## src/rtl/trdb_packet_scheduler.sv

```systemverilog
// Trace packet scheduler: collects branch outcomes of retired instructions into
// branch-map / address / sync packets. Define TRDB_RESYNC_EN for periodic sync packets.
module trdb_packet_scheduler #(
    parameter int BMAP_LEN      = 31,
    parameter int RESYNC_CYCLES = 256
) (
    input  logic                clk_i,
    input  logic                rst_ni,
    input  logic                trace_enable_i,
    input  logic                valid_i,
    input  logic                branch_i,
    input  logic                branch_taken_i,
    input  logic                updiscon_i,
    input  logic                exception_i,
    output logic                stall_o,
    output logic                pkt_valid_o,
    input  logic                pkt_ready_i,
    output logic [1:0]          pkt_format_o,
    output logic [4:0]          pkt_branches_o,
    output logic [BMAP_LEN-1:0] pkt_branch_map_o
);
    localparam logic [1:0] ST_IDLE  = 2'd0;
    localparam logic [1:0] ST_START = 2'd1;
    localparam logic [1:0] ST_RUN   = 2'd2;
    localparam logic [1:0] ST_FLUSH = 2'd3;

    localparam logic [1:0] FMT_BMAP = 2'd1;
    localparam logic [1:0] FMT_ADDR = 2'd2;
    localparam logic [1:0] FMT_SYNC = 2'd3;

    localparam logic [4:0] BMAP_FULL = 5'(BMAP_LEN);

    logic [1:0]          state_q, state_d;
    logic                en_q;
    logic [4:0]          count_q, count_d;
    logic [BMAP_LEN-1:0] map_q, map_d;
    logic                pkt_valid_q, pkt_valid_d;
    logic [1:0]          fmt_q, fmt_d;
    logic [4:0]          br_q, br_d;
    logic [BMAP_LEN-1:0] pmap_q, pmap_d;

    logic                consume_s;
    logic                rise_s;
    logic                resync_due_s;
    logic                emit_s;
    logic [1:0]          emit_fmt_s;
    logic [4:0]          emit_cnt_s;
    logic [4:0]          cnt_upd_s;
    logic [BMAP_LEN-1:0] emit_map_s;
    logic [BMAP_LEN-1:0] map_upd_s;
    logic [BMAP_LEN-1:0] bit_s;

    // A pending resync turns any non-exception emit into a sync packet.
    function automatic logic [1:0] sync_or(input logic due, input logic [1:0] fmt);
        return due ? FMT_SYNC : fmt;
    endfunction

    assign rise_s    = trace_enable_i & ~en_q;
    assign consume_s = valid_i & ~pkt_valid_q & ((state_q == ST_START) | (state_q == ST_RUN));
    assign stall_o   = valid_i & pkt_valid_q;

    assign pkt_valid_o      = pkt_valid_q;
    assign pkt_format_o     = fmt_q;
    assign pkt_branches_o   = br_q;
    assign pkt_branch_map_o = pmap_q;

    // FSM, branch-map accumulation and emit decision.
    always_comb begin
        state_d    = state_q;
        count_d    = count_q;
        map_d      = map_q;
        emit_s     = 1'b0;
        emit_fmt_s = FMT_SYNC;
        emit_cnt_s = 5'd0;
        emit_map_s = {BMAP_LEN{1'b0}};
        bit_s      = {{(BMAP_LEN-1){1'b0}}, ~branch_taken_i} << count_q;
        cnt_upd_s  = count_q + {4'd0, branch_i};
        map_upd_s  = branch_i ? (map_q | bit_s) : map_q;
        case (state_q)
            ST_IDLE: begin
                if (rise_s) state_d = ST_START;
                else        state_d = ST_IDLE;
            end
            ST_START: begin
                if (consume_s) begin
                    emit_s  = 1'b1;
                    state_d = trace_enable_i ? ST_RUN : ST_FLUSH;
                end else if (!trace_enable_i) begin
                    state_d = ST_IDLE;
                end else begin
                    state_d = ST_START;
                end
            end
            ST_RUN: begin
                if (consume_s) begin
                    count_d    = cnt_upd_s;
                    map_d      = map_upd_s;
                    emit_cnt_s = cnt_upd_s;
                    emit_map_s = map_upd_s;
                    if (exception_i) begin
                        emit_s     = 1'b1;
                        emit_fmt_s = FMT_SYNC;
                    end else if (updiscon_i) begin
                        emit_s     = 1'b1;
                        emit_fmt_s = sync_or(resync_due_s,
                                             (cnt_upd_s == 5'd0) ? FMT_ADDR : FMT_BMAP);
                    end else if (cnt_upd_s == BMAP_FULL) begin
                        emit_s     = 1'b1;
                        emit_fmt_s = sync_or(resync_due_s, FMT_BMAP);
                    end else if (resync_due_s) begin
                        emit_s     = 1'b1;
                        emit_fmt_s = FMT_SYNC;
                    end else begin
                        emit_s     = 1'b0;
                    end
                end else begin
                    emit_s = 1'b0;
                end
                // The instruction of this cycle is already folded in before flushing.
                if (!trace_enable_i) state_d = ST_FLUSH;
                else                 state_d = ST_RUN;
            end
            ST_FLUSH: begin
                if (count_q != 5'd0) begin
                    if (!pkt_valid_q) begin
                        emit_s     = 1'b1;
                        emit_fmt_s = FMT_BMAP;
                        emit_cnt_s = count_q;
                        emit_map_s = map_q;
                    end else begin
                        emit_s = 1'b0;
                    end
                    state_d = ST_FLUSH;
                end else if (!pkt_valid_q || pkt_ready_i) begin
                    state_d = ST_IDLE;
                end else begin
                    state_d = ST_FLUSH;
                end
            end
            default: begin
                state_d = ST_IDLE;
            end
        endcase
        if (emit_s) begin
            count_d = 5'd0;
            map_d   = {BMAP_LEN{1'b0}};
        end else begin
            count_d = count_d;
        end
    end

    // Output packet register: loaded on emit, released on handshake.
    always_comb begin
        pkt_valid_d = pkt_valid_q;
        fmt_d       = fmt_q;
        br_d        = br_q;
        pmap_d      = pmap_q;
        if (emit_s) begin
            pkt_valid_d = 1'b1;
            fmt_d       = emit_fmt_s;
            br_d        = emit_cnt_s;
            pmap_d      = emit_map_s;
        end else if (pkt_valid_q && pkt_ready_i) begin
            pkt_valid_d = 1'b0;
        end else begin
            pkt_valid_d = pkt_valid_q;
        end
    end

    // State and packet registers.
    always_ff @(posedge clk_i or negedge rst_ni) begin
        if (!rst_ni) begin
            state_q     <= ST_IDLE;
            en_q        <= 1'b0;
            count_q     <= 5'd0;
            map_q       <= {BMAP_LEN{1'b0}};
            pkt_valid_q <= 1'b0;
            fmt_q       <= 2'd0;
            br_q        <= 5'd0;
            pmap_q      <= {BMAP_LEN{1'b0}};
        end else begin
            state_q     <= state_d;
            en_q        <= trace_enable_i;
            count_q     <= count_d;
            map_q       <= map_d;
            pkt_valid_q <= pkt_valid_d;
            fmt_q       <= fmt_d;
            br_q        <= br_d;
            pmap_q      <= pmap_d;
        end
    end

`ifdef TRDB_RESYNC_EN
    localparam int RW = (RESYNC_CYCLES > 1) ? $clog2(RESYNC_CYCLES) : 1;
    localparam logic [RW-1:0] RESYNC_LAST = RW'(RESYNC_CYCLES - 1);

    logic [RW-1:0] resync_q, resync_d;

    assign resync_due_s = (resync_q == RESYNC_LAST);

    // Resync counter: counts RUN instructions, restarts on every sync packet.
    always_comb begin
        resync_d = resync_q;
        if (emit_s && (emit_fmt_s == FMT_SYNC)) begin
            resync_d = {RW{1'b0}};
        end else if (consume_s && (state_q == ST_RUN)) begin
            resync_d = resync_q + RW'(1);
        end else begin
            resync_d = resync_q;
        end
    end

    // Resync counter register.
    always_ff @(posedge clk_i or negedge rst_ni) begin
        if (!rst_ni) begin
            resync_q <= {RW{1'b0}};
        end else begin
            resync_q <= resync_d;
        end
    end
`else
    logic resync_unused_s;
    assign resync_due_s    = 1'b0;
    assign resync_unused_s = |RESYNC_CYCLES;
`endif

endmodule

```

## config.mk

```make
export PLATFORM = sky130hd
export DESIGN_NAME = trdb_packet_scheduler
export DESIGN_NICKNAME = d
export VERILOG_FILES = /design/src/rtl/trdb_packet_scheduler.sv
export SDC_FILE = /design/constraint.sdc
export NUM_CORES = 1
export LEC_CHECK = 0
export CAP_MARGIN = 30
export CORE_MARGIN = 1.5
export CORE_UTILIZATION = 54
export DETAILED_ROUTE_END_ITERATION = 10
export PLACE_DENSITY = 0.82
export SETUP_SLACK_MARGIN = 0.1
export SYNTH_ARGS = -nofsm -noshare
export SYNTH_HDL_FRONTEND = slang
export SYNTH_SLANG_ARGS = --single-unit
```

## constraint.sdc

```tcl
create_clock -name clk_i -period 3.38 [get_ports clk_i]
set_clock_uncertainty 0.2 [all_clocks]
set_input_delay 0.338 -clock clk_i [delete_from_list [all_inputs] [get_ports clk_i]]
set_output_delay 0.338 -clock clk_i [all_outputs]
set_load 0.03 [all_outputs]
```

==> qor.csv <==
metric,value,unit
clk_latency,0.35,ns
final_util,68.73,%
start_util,55.47,%
cp_slowest_stage_delay,0.72,ns
ant_nets,0,
setup_viol_count_final,0,
first_pass_iters,5,
reg2reg_to,pkt_branch_map_o[25],
syn_area_per_cell,10.65,um2
outcome,"complete, no violations",
arrival,2.90,ns
wl_per_cell,16.18,um
synthToLayoutAreaGrowth,23.90,%
cts_buffers,9,
relSlewSlack,44.83,%
antenna_found_initial,0,
peakVddDrop,0.0003788,V
tightest_slew,0.8258,ns
cp-start-kind,flop,
end_kind,flop,
cts_tree,yes,
antenna_cells,0,
r2r_cells,7,
post_layout_nonfiller_instances,457,
die_h,83.30,um
avgViaCountPerCell,5.742,
coreArea,6277,um2
synth-seq-cells,78,
grt_max_degree,79,
grt_pass1_wl,12510,um
clk_pin_slew,0.08,ns
min_to,state_q[0],
num_vias,2624,
power_density,477.8,nW/um2
ys_warn_count,0,
ys_types,39,
hold_violations,0,
placed_cells,439,
cts-htree-levels,3,
grt_usage,22.80,%
syn_area,3482,um2
synth_edf_count,0,
maxCapViolCount,0,
holdPathStages,1,
wl,7393,um
ys_seq_area_share,56.05,%
portBuffers,48,
gp_congestion,0.8669,
ys.flop_type,dfrtp_1,
crit_fanout,14,
clockRootBuffer,clkbuf_8,
period_needed,2.812,ns
rsz0062_at_grt,no,
first_iter_violations,173,
fin_nets,390,
slowest_stage,nor3_1,
grt_pass1_vias,2579,
p_leak,0.001993,uW
postSynthCellCount,327,
finalMaxSlewViolations,0,
path_cells,inv_1 -> ha_1 -> nand4b_1 -> nor3_1 -> a21oi_1 -> nor2_1 -> mux2_2,
pin_count,49,
fmax,355.6,MHz
drc,0,
die_area,6939,um2
hold_path.class,flop to flop,
worstPathRequired,3.47,ns
die_x,83.30,um
synth_nets,342,
worstHoldStart,en_q,
drive_gt1_share,14.74,%
post_cts_resized,0,
dp_hpwl,4869,um
finalCritPeriodShare,83.21,%
setup.worst_path.class,flop to flop,
numClockSinks,78,
synthArstFlopShare,100.0,%
r2r_start,state_q[0],
clockBufferDepth,2,
rows,29,
tns,0,ns
regToRegSetupSlack,0.57,ns
overflow,0,
==> area by class of cell <==
cell class	instances	area [um2]
well taps	77	96.34
multi-input cells	223	1414
inverters	7	26.28
clock inverters	2	60.06
clock buffers	14	192.7
fillers	479	1963
flip-flops and latches	78	1952
repair buffers	56	573.1
==> logic make-up after synthesis <==
| kind of cell | Yosys count | share of synthesized area, % |
|---|---|---|
| adder cells (fa/ha/maj) | 6 | 2.156 |
| AND/OR/NAND/NOR | 118 | 15.42 |
| AO/OA/AOI/OAI | 55 | 8.983 |
| buffers and inverters | 26 | 3.629 |
| multiplexers | 38 | 12.25 |
| XOR/XNOR | 6 | 1.509 |
| flip-flops | 78 | 56.05 |
==> cell usage in the layout, fill, tap and decap left out, types with 3 or more instances in the layout <==
cell type	instances
dfrtp_1	78
nor2_1	73
clkdlybuf4s50_1	47
a21oi_1	35
mux2_2	27
clkbuf_8	14
nor3_1	12
mux2_1	10
nand2_1	10
o21ai_0	9
inv_1	6
ha_1	6
buf_4	6
nor2b_1	5
xnor2_1	3
xor2_1	3
==> cell usage after synthesis, types with 3 or more instances <==
master	number	area, um2
dfrtp_1	78	1952
nor2_1	74	277.8
a21oi_1	35	175.2
mux2_2	27	304.0
nor3_1	12	60.06
mux2_1	10	112.6
nand2_1	10	37.54
clkbuf_1	9	33.78
o21ai_0	9	45.04
ha_1	6	75.07
inv_1	6	22.52
buf_2	5	25.02
nor2b_1	5	31.28
buf_4	4	30.03
xnor2_1	3	26.28
xor2_1	3	26.28
==> registers in the layout, summed over array words and instances (netlist names) <==
signal,flops
map_q,31
pkt_branch_map_o,31
count_q,5
pkt_branches_o,5
pkt_format_o,2
state_q,2
en_q,1
pkt_valid_o,1
==> where the power goes <==
part | internal, uW | total, uW | leakage, uW | switching (uW)
clock network | 517 | 839 | 0.000129 | 321
registers | 962 | 982 | 0.00108 | 20.1
logic | 92.7 | 241 | 0.000788 | 148
==> layer usage <==
metal  vias to the layer above  part of all wire (%)  global-route usage (%)
met5                         -                     0                       0
met4                         0                   1.6                   8.636
met3                        11                   5.0                   3.678
met2                        83                    49                   36.66
met1                      1323                    44                   31.47
li1                       1207                     -                       -
==> metrics by stage <==
stage          hold slack (ns)  total power, uW  cell area (um2)  setup slack [ns]
6_report                0.2273             2061             4314            0.5675
5_1_grt                 0.2465             2129             4314            0.3841
4_1_cts                 0.2394             2067             4287            0.5927
3_5_place_dp            0.2318             1236             4024            0.2355
3_3_place_gp            0.2237             1235             4024            0.3292
2_1_floorplan          -0.1576             1131             3482            0.9932
==> timing repair <==
action	in CTS	in global routing
hold buffers	1	0
hold endpoints to repair	78	0
setup buffers	0	0
==> critical path, delay by kind of cell (launching register included) <==
kind,cells,cell delay (ns)
adder cells (fa/ha/maj),1,0.30
flip-flops,1,0.41
multiplexers,1,0.17
AO/OA/AOI/OAI,1,0.19
buffers and inverters,1,0.09
AND/OR/NAND/NOR,3,1.40
==> worst max path at each step <==
stage	start	to	slack, ns
finish	state_q[0]	pkt_branch_map_o[25]	0.57
global route	state_q[0]	pkt_branch_map_o[21]	0.38
CTS	branch_i	pkt_branch_map_o[25]	0.59
detailed placement	branch_i	pkt_branch_map_o[25]	0.24
global placement	branch_i	pkt_branch_map_o[20]	0.33
floorplan	count_q[0]	pkt_branch_map_o[0]	0.99
No activity file was read; power rests on OpenSTA's default activity.
